==> config.mk <==
export PLATFORM = sky130hd
export DESIGN_NAME = mic_spi_capture_fifo
export DESIGN_NICKNAME = d
export VERILOG_FILES = /design/src/rtl/mic_spi_capture_fifo.sv
export SDC_FILE = /design/constraint.sdc
export NUM_CORES = 1
export LEC_CHECK = 0
export ABC_AREA = 1
export BUFFER_PORTS_ARGS = -buffer_cell sky130_fd_sc_hd__buf_4
export CAP_MARGIN = 20
export CORE_MARGIN = 3
export CORE_UTILIZATION = 57
export DETAILED_ROUTE_END_ITERATION = 10
export PLACE_DENSITY = 0.86
export RECOVER_POWER = 50
export SYNTH_ARGS = -nofsm -noshare
export SYNTH_HDL_FRONTEND = slang
export SYNTH_SLANG_ARGS = --single-unit
==> constraint.sdc <==
create_clock -name fixed_clock -period 3.17 [get_ports fixed_clock]
set_input_delay 0.4755 -clock fixed_clock [delete_from_list [all_inputs] [get_ports fixed_clock]]
set_output_delay 0.4755 -clock fixed_clock [all_outputs]
set_load 0.05 [all_outputs]
==> src/rtl/mic_spi_capture_fifo.sv <==
// Self-timed microphone ADC capture: a sample-rate tick starts a 16-bit SPI read whose result is pushed into a show-ahead sample FIFO.
// Optional build macro MIC_FIFO_DROP_OLDEST_EN: a push on full overwrites the oldest entry instead of discarding the new sample.
module mic_spi_capture_fifo #(
  parameter int unsigned SAMPLE_DIV = 500,
  parameter int unsigned SCLK_DIV   = 2,
  parameter int unsigned DEPTH      = 16
) (
  input  logic                     fixed_clock,
  input  logic                     PRESETn,
  input  logic                     enable,
  input  logic                     MISO,
  output logic                     CS_b,
  output logic                     sclk,
  input  logic                     rd_en,
  output logic [15:0]              rd_data,
  output logic                     rd_valid,
  output logic [$clog2(DEPTH):0]   fill_count,
  output logic                     sample_pulse,
  output logic                     overflow,
  input  logic                     overflow_clr
);

  localparam int unsigned PTR_W  = $clog2(DEPTH);
  localparam int unsigned CNT_W  = PTR_W + 1;
  localparam int unsigned TICK_W = $clog2(SAMPLE_DIV + 1);
  localparam int unsigned DIV_W  = $clog2(SCLK_DIV + 1);

  localparam logic [2:0] IDLE  = 3'd0;
  localparam logic [2:0] SETUP = 3'd1;
  localparam logic [2:0] SHIFT = 3'd2;
  localparam logic [2:0] HOLD  = 3'd3;
  localparam logic [2:0] PUSH  = 3'd4;

  logic [2:0]        state_q, state_d;
  logic [TICK_W-1:0] cnt_q, cnt_d;
  logic [DIV_W-1:0]  div_q, div_d;
  logic [3:0]        bit_q, bit_d;
  logic              half_q, half_d;
  logic [15:0]       shreg_q, shreg_d;
  logic              cs_b_q, cs_b_d;
  logic              sclk_q, sclk_d;
  logic              pulse_q, pulse_d;
  logic              tick_c, div_last_c;

  logic [15:0]       mem_q [DEPTH];
  logic [CNT_W-1:0]  wr_cnt_q, wr_cnt_d;
  logic [CNT_W-1:0]  rd_cnt_q, rd_cnt_d;
  logic [CNT_W-1:0]  fill_q, fill_d, fill_c;
  logic [PTR_W-1:0]  wr_ptr_c, rd_ptr_d;
  logic [15:0]       rd_data_q, head_d;
  logic              rd_valid_q;
  logic              ovf_q, ovf_d;
  logic              push_c, pop_c, full_c, wr_en_c, ovf_set_c;

  assign tick_c     = (cnt_q == TICK_W'(SAMPLE_DIV - 1));
  assign div_last_c = (div_q == DIV_W'(SCLK_DIV - 1));

  // State registers for tick counter and SPI frame sequencer
  always_ff @(posedge fixed_clock or negedge PRESETn) begin
    if (!PRESETn) begin
      state_q <= IDLE;
      cnt_q   <= '0;
      div_q   <= '0;
      bit_q   <= '0;
      half_q  <= 1'b0;
      shreg_q <= '0;
      cs_b_q  <= 1'b1;
      sclk_q  <= 1'b1;
      pulse_q <= 1'b0;
    end else begin
      state_q <= state_d;
      cnt_q   <= cnt_d;
      div_q   <= div_d;
      bit_q   <= bit_d;
      half_q  <= half_d;
      shreg_q <= shreg_d;
      cs_b_q  <= cs_b_d;
      sclk_q  <= sclk_d;
      pulse_q <= pulse_d;
    end
  end

  // Next-state: tick counter, frame phases, and registered pin values derived from the next state
  always_comb begin
    state_d = state_q;
    div_d   = div_q;
    bit_d   = bit_q;
    half_d  = half_q;
    shreg_d = shreg_q;
    if (!enable || tick_c) cnt_d = '0;
    else                   cnt_d = cnt_q + TICK_W'(1);

    case (state_q)
      IDLE: begin
        div_d = '0;
        if (tick_c) state_d = SETUP;
      end
      SETUP: begin
        if (div_last_c) begin
          div_d   = '0;
          bit_d   = '0;
          half_d  = 1'b0;
          state_d = SHIFT;
        end else begin
          div_d = div_q + DIV_W'(1);
        end
      end
      SHIFT: begin
        if (div_last_c) begin
          div_d = '0;
          if (!half_q) begin
            // sclk rises on this edge: capture MISO
            half_d  = 1'b1;
            shreg_d = {shreg_q[14:0], MISO};
          end else if (bit_q == 4'd15) begin
            state_d = HOLD;
          end else begin
            half_d = 1'b0;
            bit_d  = bit_q + 4'd1;
          end
        end else begin
          div_d = div_q + DIV_W'(1);
        end
      end
      HOLD: begin
        if (div_last_c) begin
          div_d   = '0;
          state_d = PUSH;
        end else begin
          div_d = div_q + DIV_W'(1);
        end
      end
      PUSH:    state_d = IDLE;
      default: state_d = IDLE;
    endcase

    cs_b_d  = !((state_d == SETUP) || (state_d == SHIFT));
    sclk_d  = !((state_d == SHIFT) && !half_d);
    pulse_d = (state_d == PUSH);
  end

  assign push_c   = (state_q == PUSH);
  assign fill_c   = wr_cnt_q - rd_cnt_q;
  assign full_c   = (fill_c == CNT_W'(DEPTH));
  assign pop_c    = rd_en && (fill_c != '0);
  assign wr_ptr_c = wr_cnt_q[PTR_W-1:0];

  // FIFO pointer update; head_d looks ahead so rd_data stays registered
  always_comb begin
    wr_cnt_d  = wr_cnt_q;
    rd_cnt_d  = rd_cnt_q;
    wr_en_c   = 1'b0;
    ovf_set_c = 1'b0;
    if (pop_c) rd_cnt_d = rd_cnt_q + CNT_W'(1);
    if (push_c) begin
      if (!full_c || pop_c) begin
        wr_en_c  = 1'b1;
        wr_cnt_d = wr_cnt_q + CNT_W'(1);
      end else begin
        ovf_set_c = 1'b1;
`ifdef MIC_FIFO_DROP_OLDEST_EN
        wr_en_c  = 1'b1;
        wr_cnt_d = wr_cnt_q + CNT_W'(1);
        rd_cnt_d = rd_cnt_q + CNT_W'(1);
`endif
      end
    end
    fill_d   = wr_cnt_d - rd_cnt_d;
    rd_ptr_d = rd_cnt_d[PTR_W-1:0];
    head_d   = (wr_en_c && (wr_ptr_c == rd_ptr_d)) ? shreg_q : mem_q[rd_ptr_d];
    ovf_d    = ovf_set_c | (ovf_q & ~overflow_clr);
  end

  always_ff @(posedge fixed_clock) begin
    if (wr_en_c) mem_q[wr_ptr_c] <= shreg_q;
  end

  always_ff @(posedge fixed_clock or negedge PRESETn) begin
    if (!PRESETn) begin
      wr_cnt_q   <= '0;
      rd_cnt_q   <= '0;
      fill_q     <= '0;
      rd_data_q  <= '0;
      rd_valid_q <= 1'b0;
      ovf_q      <= 1'b0;
    end else begin
      wr_cnt_q   <= wr_cnt_d;
      rd_cnt_q   <= rd_cnt_d;
      fill_q     <= fill_d;
      rd_data_q  <= head_d;
      rd_valid_q <= (fill_d != '0);
      ovf_q      <= ovf_d;
    end
  end

  assign CS_b         = cs_b_q;
  assign sclk         = sclk_q;
  assign sample_pulse = pulse_q;
  assign rd_data      = rd_data_q;
  assign rd_valid     = rd_valid_q;
  assign fill_count   = fill_q;
  assign overflow     = ovf_q;

endmodule

# Word level (Yosys, flattened, before mapping)
# Memory sizes are Yosys's and may differ from the RTL's. A register that Yosys moved wholly into a read port is not among the register bits.
# Index checks and enable logic that the tools add are counted.
[op_classes]
add_sub_neg = 7
n_mux = 29
n_eq_ne = 15
bitwise = 4
reduce_logical = 19
[op_table]
columns = ["operator", "count"]
rows = [
  ["$mux 3", 6],
  ["$mux 4", 4],
  ["$mux 5", 3],
  ["$pmux 3 s4", 1],
  ["$add 5x1->5 const B", 2],
  ["$mux 1", 10],
  ["$reduce_bool 5->1", 2],
  ["$sub 5x5->5", 2],
  ["$add 9x1->9 const B", 1],
  ["$eq 3x2->1 const B", 3],
  ["$eq 9x9->1 const B", 1],
  ["$mux 9", 1],
  ["$ne 2x2->1 const B", 4],
  ["$pmux 4 s2", 1],
  ["$eq 3x1->1 const B", 2],
  ["$eq 3x3->1 const B", 2],
  ["$logic_not 1->1", 6],
  ["$eq 5x5->1 const B", 1],
  ["$reduce_and 5->1", 1],
  ["$add 4x1->4 const B", 1],
  ["$eq 4x4->1 const B", 1],
  ["$pmux 2 s2", 1],
  ["$reduce_bool 2->1", 2],
  ["$logic_not 3->1", 1],
  ["other kinds (11)", 15],
]
[word_totals]
n_memories = 1
regBits = 55
ram_bits = 256
in_bits = 6
[mem_list]
columns = ["name", "depth", "width", "read_ports", "rd_ports_with_merged_regs", "wr", "line_no", "source"]
rows = [
  ["mem_q", 16, 16, 1, 1, 1, "45", "logic [15:0] mem_q [DEPTH];"],
]

# Depth between registers and ports, before layout
# Gate-level depths: netlist of run 1.
[logic_depth]
ltp_word = 8
ltp_mapped = 28
ltp_nobuf = 26

# Worst setup path after synthesis of run 1
# OpenSTA, ideal clock, no wires.
[synth_timing]
path_kind = "flip-flop to flip-flop"
startpoint = "register rd_cnt_q[2]"
endpoint = "register rd_valid_q (netlist: rd_valid)"
setup_ns = 0.119
path_stages_with_launch = 25
path_slack_ns = -0.115
synth_period_minus_slack_ns = 3.285
required_time_ns = 3.051
path_buffers = 2
arrival_time_ns = 3.167
cell_sequence = "dfrtp_1 -> inv_1 -> ha_1 -> or2_1 -> nand3_1 -> nand2_1 -> nor2_2 -> nand2_2 -> nand2_4 -> nand2_1 -> nand2_1 -> buf_2 -> buf_2 -> inv_1 -> ha_1 -> inv_1 -> fa_1 -> inv_1 -> nor2_1 -> a211oi_1 -> or2_2 -> nand3_1 -> nand2_1 -> nor2_1 -> nand2_1"
[synth_via]
word_cells_on_any_way = 12
classes_between = "add/sub: 3; eq/ne: 1; mux: 3; reduce/logical: 5"
[synth_lines]
columns = ["item", "line_no", "source"]
rows = [
  ["start: declaration", "47", "logic [CNT_W-1:0] rd_cnt_q, rd_cnt_d;"],
  ["start signal: assignment", "188", "rd_cnt_q <= rd_cnt_d;"],
  ["$sub 5x5->5", "143", "assign fill_c = wr_cnt_q - rd_cnt_q;"],
  ["$reduce_bool 5->1", "145", "assign pop_c = rd_en && (fill_c != '0);"],
  ["$logic_and 1x1->1", "145", ""],
  ["$mux 5", "154", "if (pop_c) rd_cnt_d = rd_cnt_q + CNT_W'(1);"],
  ["via rd_cnt_d[0]", "47", ""],
  ["$sub 5x5->5", "168", "fill_d = wr_cnt_d - rd_cnt_d;"],
  ["via fill_d[4]", "48", "logic [CNT_W-1:0] fill_q, fill_d, fill_c;"],
  ["$reduce_bool 5->1", "191", "rd_valid_q <= (fill_d != '0);"],
  ["end signal: assignment", "191", ""],
  ["end: declaration", "51", "logic rd_valid_q;"],
]
# The timed path passes the listed nets, and every way through them passes these cells.
# A chain may end at the register's enable or synchronous reset.

# Final worst setup path of run 1
[layout_timing]
startpoint = "register rd_cnt_q[2]"
endpoint = "register rd_valid_q (netlist: rd_valid)"
[layout_via]
elab_chain_cells = 8
word_cells_on_any_way = 12
classes_between = "add/sub: 3; eq/ne: 1; mux: 3; reduce/logical: 5"
[layout_rtl]
columns = ["item", "line_no", "source"]
rows = [
  ["$sub 5x5->5 (*)", "143", ""],
  ["$eq 5x5->1 / $reduce_bool 5->1 (equally long branches)", "144, 145", ""],
  ["$logic_not 1->1 / $logic_and 1x1->1 (equally long branches)", "156, 145", ""],
  ["$logic_or 1x1->1 (*)", "156", "if (!full_c || pop_c) begin"],
  ["$mux 5 (*)", "156", ""],
  ["$mux 5 (*)", "155", "if (push_c) begin"],
  ["via wr_cnt_d[3]", "46", "logic [CNT_W-1:0] wr_cnt_q, wr_cnt_d;"],
  ["$sub 5x5->5 (*)", "168", ""],
  ["via fill_d[4]", "48", ""],
  ["$reduce_bool 5->1 (*)", "191", ""],
]
# The timed path passes the listed nets; every way through them passes the cells marked *.

==> impl_metrics.env, run 1 <==
export IMPL_violations="max-capacitance violations, max-slew violations, negative setup slack"
export IMPL_ys_ff_latch=327
export IMPL_yosys_warnings=0
export IMPL_grt_ovfl_total=0
export IMPL_fmax_ghz=0.310
export IMPL_holdPathEnd="overflow"
export IMPL_drive_gt1_share_pct=14.3
export IMPL_arrival_ns=3.68
export IMPL_fin_crit_ns=3.22
export IMPL_dr_pass1_iters=6
export IMPL_ys_flop_type="edfxtp_1"
export IMPL_cts_tree="yes"
export IMPL_intPower_mw=8.93
export IMPL_insertion_delay_ns=0.56
export IMPL_netlist_instances=1425
export IMPL_worst_r2r_path_depth=21
export IMPL_worst_pin_slew_ns=1.93
export IMPL_timing_final_crit_share_pct=102
export IMPL_async_reset_ff_share_pct=21.7
export IMPL_max_slew_margin_pct=-28.8
export IMPL_synthTopCellsByArea="edfxtp_1 52%, dfrtp_1 12%, nand3_1 10%"
export IMPL_grt_pass1_vias=11100
export IMPL_reg2reg_slack_ns=-0.05
export IMPL_holdWs_ns=0.0923
export IMPL_drc=0
export IMPL_grt_usage_pct=26.4
export IMPL_place_congestion=0.943
export IMPL_hold_violations=0
export IMPL_synth_top_area_cell="edfxtp_1"
export IMPL_power_density_nw_per_um2=862
export IMPL_grt_max_degree=129
export IMPL_synth_nets=1447
export IMPL_ctsHtreeMaxLevel=1
export IMPL_num_fill_cells=1666
export IMPL_ir_drop_mv=0.693
export IMPL_fin_ws_ns=-0.0542
export IMPL_critPathSlowestCell="dfrtp_1"
export IMPL_path_cells="inv_2 > ha_4 > or2_1 > nand3_1 > nand2_1 > nor2_2 > nand4_1 > nand2_2 > inv_2 > nand2_2 > nor3_2 > xor2_1 > ha_1 > nand2_1 > nor2_1 > a211oi_2 > or2_4 > nand3_2 > nand2_2 > nor2_2 > nand2_1"
export IMPL_final_area_um2=16900
export IMPL_max_cap_violations=1
export IMPL_most_common_layout_cells="304 x nand3_1, 256 x edfxtp_1, 237 x inv_1, 233 x nand2_1, 82 x buf_4"
export IMPL_dpl_hpwl_um=20800
export IMPL_power_switching_mw=5.65
export IMPL_ys_types=39
export IMPL_required_ns=3.62
export IMPL_cts_hold_buf=0
export IMPL_postSynthAreaPerCell_um2=10.4
export IMPL_pin_count=32
export IMPL_hold_start="overflow_clr"
export IMPL_finalWirelength_um=37200
export IMPL_via_count=11000
export IMPL_syn_area_um2=14700
export IMPL_seq_power_share_pct=33.5
export IMPL_critPathLaunchType="flop"
export IMPL_synth_edf_count=256
export IMPL_clockBufferDepth=3
export IMPL_die_area_um2=27800
export IMPL_maxSlewViolCount=72
export IMPL_final_setup_viol_count=1
export IMPL_cts_root_buf="clkbuf_16"
export IMPL_vias_per_cell=5.99
export IMPL_r2r_end="rd_valid"
export IMPL_grt_pass1_wl_um=58600
export IMPL_hp_class="in -> reg"
export IMPL_initial_utilization_pct=58.2
export IMPL_clock_power_share_pct=27.3
export IMPL_nets=1505
export IMPL_wire_per_inst_um=20.2
export IMPL_fin_util_pct=66.8
export IMPL_ant_nets=0
export IMPL_criticalPathCategory="reg -> reg"
export IMPL_synth_top_area_share_pct=52.1
export IMPL_place_area_um2=15700
export IMPL_antenna_cells=0
export IMPL_finClkSkew_ns=0.00925
export IMPL_buffer_ports_inserted=31
export IMPL_status="finished, violations left"
export IMPL_cp_end_kind="flop"
export IMPL_core_area_um2=25300
export IMPL_p_leak_nw=7.30
export IMPL_antenna_found_initial=0
export IMPL_rsz0062_at_grt="true"
export IMPL_die_w_um=167
export IMPL_cts_buffers=31
export IMPL_row_count=58
export IMPL_place_ws_ns=-0.0661
export IMPL_pwr_share_comb_pct=39.2
export IMPL_layout_commonest_cell="nand3_1"
export IMPL_holdPathStages=2
export IMPL_swShare_pct=38.7
export IMPL_dieHeight_um=167
export IMPL_clock_sinks=327
export IMPL_r2r_start="rd_cnt_q[2]"
export IMPL_clk_pin_slew_worst_paths_ns=0.06
export IMPL_area_delta_synth_final_pct=14.7
export IMPL_power_mw=14.6
export IMPL_max_stage_delay_ns=0.39
export IMPL_path_max_fanout=6
export IMPL_drtIter0Drc=1672
export IMPL_ys_seq_area_share_pct=64.2
-- worst max path at each step --
stage	start	end	slack [ns]
2_1_floorplan	rd_cnt_q[1]	rd_valid	0.02
3_3_place_gp	rd_cnt_q[2]	rd_valid	0.12
3_5_place_dp	rd_cnt_q[1]	rd_valid	-0.07
4_1_cts	wr_cnt_q[2]	rd_valid	0.009
5_1_grt	wr_cnt_q[0]	rd_valid	-0.21
6_report	rd_cnt_q[2]	rd_valid	-0.05
-- Yosys cell counts, types with 2 or more instances --
master / instances
a21oi_1: 13
nand2_4: 2
ha_1: 15
nor4_1: 2
buf_2: 33
nand2_2: 3
nand3b_1: 65
nor3_1: 13
nand3_1: 307
xor2_1: 6
o21ai_1: 3
mux2_2: 12
nand2_1: 247
nor2_1: 50
o21ai_0: 8
dfstp_2: 2
edfxtp_1: 256
nor3b_1: 5
buf_1: 9
inv_1: 242
dfrtp_1: 69
clkbuf_1: 28
nand4_1: 19
-- through the flow --
stage	instances	setup TNS, ns
6_report	1838	-0.0542
5_1_grt	1838	-0.252
4_1_cts	1835	0
3_5_place_dp	1775	-0.0661
3_3_place_gp	1775	0
2_1_floorplan	1425	0
-- worst max-delay path, delay by kind of cell, from the launching register on --
family | cells | cell delay (ns)
xor gates and xnor gates | 1 | 0.18
DFF | 1 | 0.39
adders and majority gates | 2 | 0.59
buffers and inverters | 2 | 0.16
AOI/OAI and AO/OA | 1 | 0.06
and+or+nand+nor | 15 | 1.72
-- power by group through the flow --
stage	registers [mW]	clock network (mW)	logic, mW
global placement	4.96	0	5.21
CTS	4.87	4.00	5.57
floorplan	5.40	0	3.39
global route	4.88	4.18	6.21
finish	4.88	3.98	5.72
detailed placement	4.96	0	5.39
-- routing by layer --
| metal | GRT usage, % | wire [µm] | share of wire, % |
|---|---|---|---|
| met2 | 42.8 | 17900 | 48 |
| met5 | 0 | 0 | 0 |
| met3 | 5.20 | 3990 | 11 |
| met4 | 13.8 | 1940 | 5.2 |
| met1 | 33.9 | 13400 | 36 |
-- sequential cells by signal, summed over array words and instances (netlist names) --
name	flops
sclk	1
cnt_q	9
overflow	1
bit_q	4
state_q	3
mem_q	256
rd_data	16
fill_count	5
CS_b	1
shreg_q	16
wr_cnt_q	5
half_q	1
sample_pulse	1
rd_cnt_q	5
rd_valid	1
div_q	2
-- cells by family (layout without fill, tap and decap cells) --
logic type      after synthesis  in the layout  share of synthesized area (%)
compound gates               30             30                           1.24
buf+inv                     316            399                           8.39
fa+ha+maj                    16             16                           1.41
simple gates                718            718                           23.5
flops                       327            327                           64.2
xor+xnor                      6              6                          0.356
mux                          12             12                          0.916
-- area by class of cell --
| cell class | instances | area (µm²) | area share (%) |
|---|---|---|---|
| inverter | 245 | 922 | 5.45 |
| tap | 330 | 413 | 2.44 |
| clock inverter | 13 | 196 | 1.16 |
| multi-input combinational | 782 | 4230 | 25.0 |
| timing repair buffer | 96 | 766 | 4.53 |
| sequential | 327 | 9470 | 56.0 |
| clock buffer | 45 | 918 | 5.43 |
-- what timing repair did --
item | 4_1_cts | 5_1_grt
endpoints found under the setup margin | 1 | 19
setup buffers | 2 | 3
gates cloned | 0 | 0
resized for setup | 6 | 22
pin swaps | 3 | 14
(Power assumes the default switching activity.)
==> run 2: changes to the inputs <==
==> constraint.sdc (replaced) <==
create_clock -name fixed_clock -period 3.17 [get_ports fixed_clock]
set_input_delay 0 -clock fixed_clock [delete_from_list [all_inputs] [get_ports fixed_clock]]
set_output_delay 0 -clock fixed_clock [all_outputs]
set_load 0.05 [all_outputs]
==> run 2 against run 1 <==
Net effect:
- highest routed layer unchanged
- register-to-register slack about the same
- the flow still finishes with violations (max-capacitance violations, max-slew violations, negative setup slack)
- die area unchanged
- sequential power about the same
- critical path depth unchanged
- sequential cell count unchanged
- critical endpoint unchanged
- clock-buffer cell count unchanged
- non-clock buffer count up 8
- routed wire length up 1.7%
==> impl_metrics.env, run 2 (synthesis results as in run 1) <==
export IMPL_timing_final_crit_share_pct=102
export IMPL_final_cell_count_no_fill=1847
export IMPL_antenna_found_initial=0
export IMPL_grt_max_degree=129
export IMPL_area_delta_synth_final_pct=15.5
export IMPL_p_leak_nw=7.34
export IMPL_rsz0062_at_grt="true"
export IMPL_pwr_share_comb_pct=39.9
export IMPL_criticalPathCategory="reg -> reg"
export IMPL_holdPathStages=3
export IMPL_max_slew_margin_pct=-29.8
export IMPL_place_congestion=0.943
export IMPL_max_flop_register="mem_q"
export IMPL_dr_pass1_iters=6
export IMPL_critPathSlowestCell="dfrtp_1"
export IMPL_die_w_um=167
export IMPL_ant_nets=0
export IMPL_holdWs_ns=0.214
export IMPL_vias_per_cell=6.00
export IMPL_intPower_mw=8.98
export IMPL_wire_per_inst_um=20.5
export IMPL_clock_power_share_pct=27.0
export IMPL_power_switching_mw=5.75
export IMPL_place_inst=1775
export IMPL_seq_power_share_pct=33.1
export IMPL_most_common_layout_cells="301 x nand3_1, 256 x edfxtp_1, 237 x inv_1, 232 x nand2_1, 79 x buf_4"
export IMPL_grt_usage_pct=26.5
export IMPL_grt_ovfl_total=0
export IMPL_clk_pin_slew_worst_paths_ns=0.06
export IMPL_fin_crit_ns=3.24
export IMPL_fin_ws_ns=-0.0656
export IMPL_core_area_um2=25300
export IMPL_hp_class="in -> reg"
export IMPL_maxSlewViolCount=72
export IMPL_cts_root_buf="clkbuf_16"
export IMPL_required_ns=3.62
export IMPL_ir_drop_mv=0.675
export IMPL_swShare_pct=39.0
export IMPL_finalWirelength_um=37800
export IMPL_dpl_hpwl_um=20800
export IMPL_grt_pass1_wl_um=58800
export IMPL_place_ws_ns=-0.0661
export IMPL_path_cells="inv_2 > ha_4 > or2_1 > nand3_2 > nand2_2 > nor2_4 > nand2_2 > nand2_4 > buf_4 > nor2_1 > nand2_1 > nand2_1 > ha_1 > nand2_1 > nor2_1 > a211oi_2 > nand2_1 > nand3_2 > nand2_2 > nor2_2 > nand2_1"
export IMPL_max_stage_delay_ns=0.40
export IMPL_fmax_ghz=0.309
export IMPL_critPathLaunchType="flop"
export IMPL_pin_count=32
export IMPL_cp_end_kind="flop"
export IMPL_row_count=58
export IMPL_cts_tree="yes"
export IMPL_cts_buffers=31
export IMPL_initial_utilization_pct=58.2
export IMPL_insertion_delay_ns=0.56
export IMPL_ctsHtreeMaxLevel=1
export IMPL_dieHeight_um=167
export IMPL_antenna_cells=0
export IMPL_path_max_fanout=5
export IMPL_drc=0
export IMPL_die_area_um2=27800
export IMPL_grt_pass1_vias=11100
export IMPL_buffer_ports_inserted=31
export IMPL_arrival_ns=3.69
export IMPL_drive_gt1_share_pct=14.6
export IMPL_hold_violations=0
export IMPL_largest_register_ffs=256
export IMPL_layout_commonest_cell="nand3_1"
export IMPL_drtIter0Drc=1734
export IMPL_max_cap_violations=1
export IMPL_crit_path_frequent_cell="nand2_1"
export IMPL_violations="max-capacitance violations, max-slew violations, negative setup slack"
export IMPL_nets=1514
export IMPL_worst_r2r_path_depth=21
export IMPL_power_density_nw_per_um2=865
export IMPL_final_setup_viol_count=1
export IMPL_clock_sinks=327
export IMPL_worst_pin_slew_ns=1.95
export IMPL_status="finished, violations left"
export IMPL_clockBufferDepth=3
export IMPL_finClkSkew_ns=0.0111
export IMPL_via_count=11100
run 2: cell count changes in the layout (fill, tap and decap cells not counted), sizes merged:
cell         delta
inv             +1
nand3           +1
dlygate4sd3     +6
buf             -2
clkbuf          +4
clkinv          -1
run 2: stage by stage:
stage,instance area [µm²],total power [mW],setup TNS (ns),util [%]
detailed placement,15700,10.3,-0.0661,62.0
finish,17000,14.7,-0.0656,67.3
CTS,16900,14.4,0,66.8
global placement,15700,10.2,0,62.0
global route,17000,15.4,-0.288,67.3
floorplan,14800,8.79,0,-
run 2: cell type report:
cell class	count	area [µm²]
Tap cell	330	413
Fill cell	1649	8290
Clock buffer	45	918
Timing Repair Buffer	104	828
Clock inverter	13	196
Inverter	245	922
Sequential cell	327	9470
Multi-Input combinational cell	783	4290
run 2: routing by layer:
layer	vias to the layer above	global-route usage [%]	wire, µm
met5	-	0	0
met4	0	13.7	2050
met3	172	5.46	4270
met2	753	42.9	18100
met1	5237	34.0	13400
li1	4913	-	-
run 2: worst paths after layout:
kind                             start          end  slack, ns
max in group asynchronous      PRESETn   shreg_q[2]       1.46
max reg2reg                rd_cnt_q[2]     rd_valid      -0.07
min reg2reg                   cnt_q[0]     cnt_q[0]       0.46
min                               MISO   shreg_q[0]       0.21
max                        rd_cnt_q[2]     rd_valid      -0.07
min in group asynchronous      PRESETn  shreg_q[13]       0.57
run 2: power by group through the flow:
stage          clock, mW  sequential, mW  combinational [mW]
2_1_floorplan          0            5.40                3.39
3_3_place_gp           0            4.96                5.21
3_5_place_dp           0            4.96                5.39
4_1_cts             4.00            4.87                5.57
5_1_grt             4.18            4.88                6.34
6_report            3.98            4.88                5.87
run 2: repair_timing:
action	4_1_cts	5_1_grt
setup buffers	2	5
resized for setup	6	35
pin swaps	3	20
hold buffers	6	0
cloned	0	1
endpoints found under the setup margin	1	19
hold endpoints to repair	82	0
run 2: worst max-delay path: cells and delay by family, from the launching register on:
family | cells | cell delay [ns]
AOI/OAI and AO/OA | 1 | 0.20
adders and majority gates | 2 | 0.58
buffers and inverters | 2 | 0.27
DFF | 1 | 0.40
and+or+nand+nor | 16 | 1.66
==> run 3: changes to the inputs <==
Settings changed: CORE_UTILIZATION 57 to 60, PLACE_DENSITY 0.86 to 0.87.
Clock period 3.17 ns to 4.1 ns, I/O delays scaled along.
==> run 3 against run 2 <==
Net effect:
- the run ends with max-capacitance violations, max-slew violations left
- clock skew increased by 0.0093 ns
- largest cell class unchanged
- critical endpoint is now rd_data[14]
- critical path depth decreased by 5
- die area decreased by 4.8%
- total power decreased by 25%
- highest routed layer unchanged
==> impl_metrics.env, run 3 (synthesis results as in run 1) <==
export IMPL_core_area_um2=23800
export IMPL_timing_final_crit_share_pct=85.7
export IMPL_place_congestion=0.877
export IMPL_drtIter0Drc=1384
export IMPL_cp_end_kind="flop"
export IMPL_reg2reg_slack_ns=0.59
export IMPL_power_density_nw_per_um2=671
export IMPL_buffer_ports_inserted=31
export IMPL_most_common_layout_cells="306 x nand3_1, 256 x edfxtp_1, 244 x nand2_1, 242 x inv_1, 69 x dfrtp_1"
export IMPL_wire_per_inst_um=20.1
export IMPL_drive_gt1_share_pct=9.43
export IMPL_dieHeight_um=163
export IMPL_clock_sinks=327
export IMPL_rsz0062_at_grt="false"
export IMPL_post_cts_setup_buffers=0
export IMPL_num_fill_cells=1570
export IMPL_antenna_cells=0
export IMPL_clockBufferDepth=3
export IMPL_place_ws_ns=0.630
export IMPL_max_slew_margin_pct=-23.2
export IMPL_grt_ovfl_total=0
export IMPL_dr_pass1_iters=6
export IMPL_hold_violations=0
export IMPL_grt_pass1_wl_um=56000
export IMPL_worst_pin_slew_ns=1.85
export IMPL_path_max_fanout=129
export IMPL_max_flop_register="mem_q"
export IMPL_cts_root_buf="clkbuf_16"
export IMPL_insertion_delay_ns=0.51
export IMPL_postCtsResizedCells=0
export IMPL_antenna_found_initial=0
export IMPL_finalWirelength_um=36300
export IMPL_r2r_start="rd_cnt_q[2]"
export IMPL_fmax_ghz=0.285
export IMPL_pin_count=32
export IMPL_nets=1480
export IMPL_dpl_hpwl_um=20200
export IMPL_ir_drop_mv=0.687
export IMPL_status="finished, violations left"
export IMPL_criticalPathCategory="reg -> reg"
export IMPL_required_ns=4.50
export IMPL_ctsHtreeMaxLevel=2
export IMPL_p_leak_nw=7.09
export IMPL_hp_class="in -> reg"
export IMPL_fin_crit_ns=3.51
export IMPL_worst_r2r_path_depth=16
export IMPL_vias_per_cell=5.96
export IMPL_row_count=56
export IMPL_violations="max-capacitance violations, max-slew violations"
export IMPL_grt_usage_pct=27.4
export IMPL_fin_setup_tns_ns=0
export IMPL_arrival_ns=3.91
export IMPL_via_count=10800
export IMPL_drc=0
export IMPL_cts_tree="yes"
export IMPL_fin_ws_ns=0.588
export IMPL_die_w_um=163
export IMPL_ant_nets=0
export IMPL_r2r_end="rd_data[14]"
export IMPL_die_area_um2=26500
export IMPL_finClkSkew_ns=0.0204
export IMPL_final_setup_viol_count=0
export IMPL_max_cap_violations=1
export IMPL_largest_register_ffs=256
export IMPL_initial_utilization_pct=61.9
export IMPL_cp_endpoint="rd_data[14]"
export IMPL_grt_max_degree=130
export IMPL_critPathLaunchType="flop"
export IMPL_crit_start="rd_cnt_q[2]"
export IMPL_layout_commonest_cell="nand3_1"
export IMPL_grt_pass1_vias=10700
export IMPL_area_delta_synth_final_pct=12.2
export IMPL_cts_buffers=34
export IMPL_clk_pin_slew_worst_paths_ns=0.06
export IMPL_maxSlewViolCount=72
==> run 3: cell count changes in the layout (fill, tap and decap cells not counted), sizes merged <==
cell      before  now
bufinv         5    3
clkbuf        56   69
buf           87   44
nand3        309  308
clkinv         6    7
inv          247  244
clkinvlp       0    2
==> run 3: cell type report <==
| type | instances | area (µm²) | area share [%] |
|---|---|---|---|
| clock buffer | 51 | 1010 | 6.09 |
| clock inverter | 11 | 134 | 0.809 |
| inverter | 245 | 922 | 5.57 |
| multi-input combinational | 782 | 4120 | 24.9 |
| sequential | 327 | 9470 | 57.2 |
| tap | 319 | 399 | 2.41 |
| timing repair buffer | 68 | 497 | 3.00 |
==> run 3: layer usage <==
layer  vias to the layer above  wire length, µm  GRT usage [%]
li1                       4839                -              -
met1                      5101            13100           35.3
met2                       655            17700           46.1
met3                       157             3860           4.83
met4                         0             1610           11.8
met5                         -                0              0
==> run 3: how the worst min path moves through the flow <==
stage / slack (ns) / cells past startpoint / end / start
finish: 0.26 / 3 / shreg_q[0] / MISO
global route: 0.27 / 3 / shreg_q[0] / MISO
CTS: 0.21 / 2 / rd_data[11] / PRESETn
detailed placement: 0.19 / 1 / rd_data[11] / PRESETn
global placement: 0.19 / 2 / overflow / overflow_clr
floorplan: -0.30 / 0 / bit_q[0] / PRESETn
==> run 3: critical path, stage by stage, from the launching register on <==
cell     delay [ns]
dfrtp_1        0.40
inv_1          0.10
ha_1           0.35
or2_1          0.23
nand3_1        0.08
nand2_1        0.06
nor2_2         0.11
nand2_2        0.10
nand2_4        0.15
nand2_4        0.09
nand2_4        0.08
buf_12         0.37
xor2_1         0.20
nor3_4         0.42
nand3_4        0.30
nand2_1        0.17
nand2_1        0.07
==> run 3: power breakdown <==
group | switching (mW) | internal (mW) | total [mW]
Sequential | 0.0956 | 3.68 | 3.78
Clock | 1.24 | 1.90 | 3.14
Combinational | 2.99 | 1.20 | 4.19
Total | 4.32 | 6.78 | 11.1
==> run 3: stage by stage <==
| stage | power [mW] | utilization, % | std cells | cell area, µm² | hold slack (ns) |
|---|---|---|---|---|---|
| 3_3_place_gp | 7.80 | 64.7 | 1735 | 15400 | 0.189 |
| 2_1_floorplan | 6.77 | - | 1425 | 14700 | -0.296 |
| 5_1_grt | 11.6 | 69.5 | 1803 | 16500 | 0.266 |
| 4_1_cts | 11.1 | 69.7 | 1803 | 16600 | 0.209 |
| 3_5_place_dp | 7.96 | 64.7 | 1735 | 15400 | 0.194 |
| 6_report | 11.1 | 69.5 | 1803 | 16500 | 0.265 |
==> run 3: repair_timing <==
item | in CTS | in global routing
endpoints found under the setup margin | 0 | 0
hold endpoints to repair | 81 | 0
hold buffers | 6 | 0
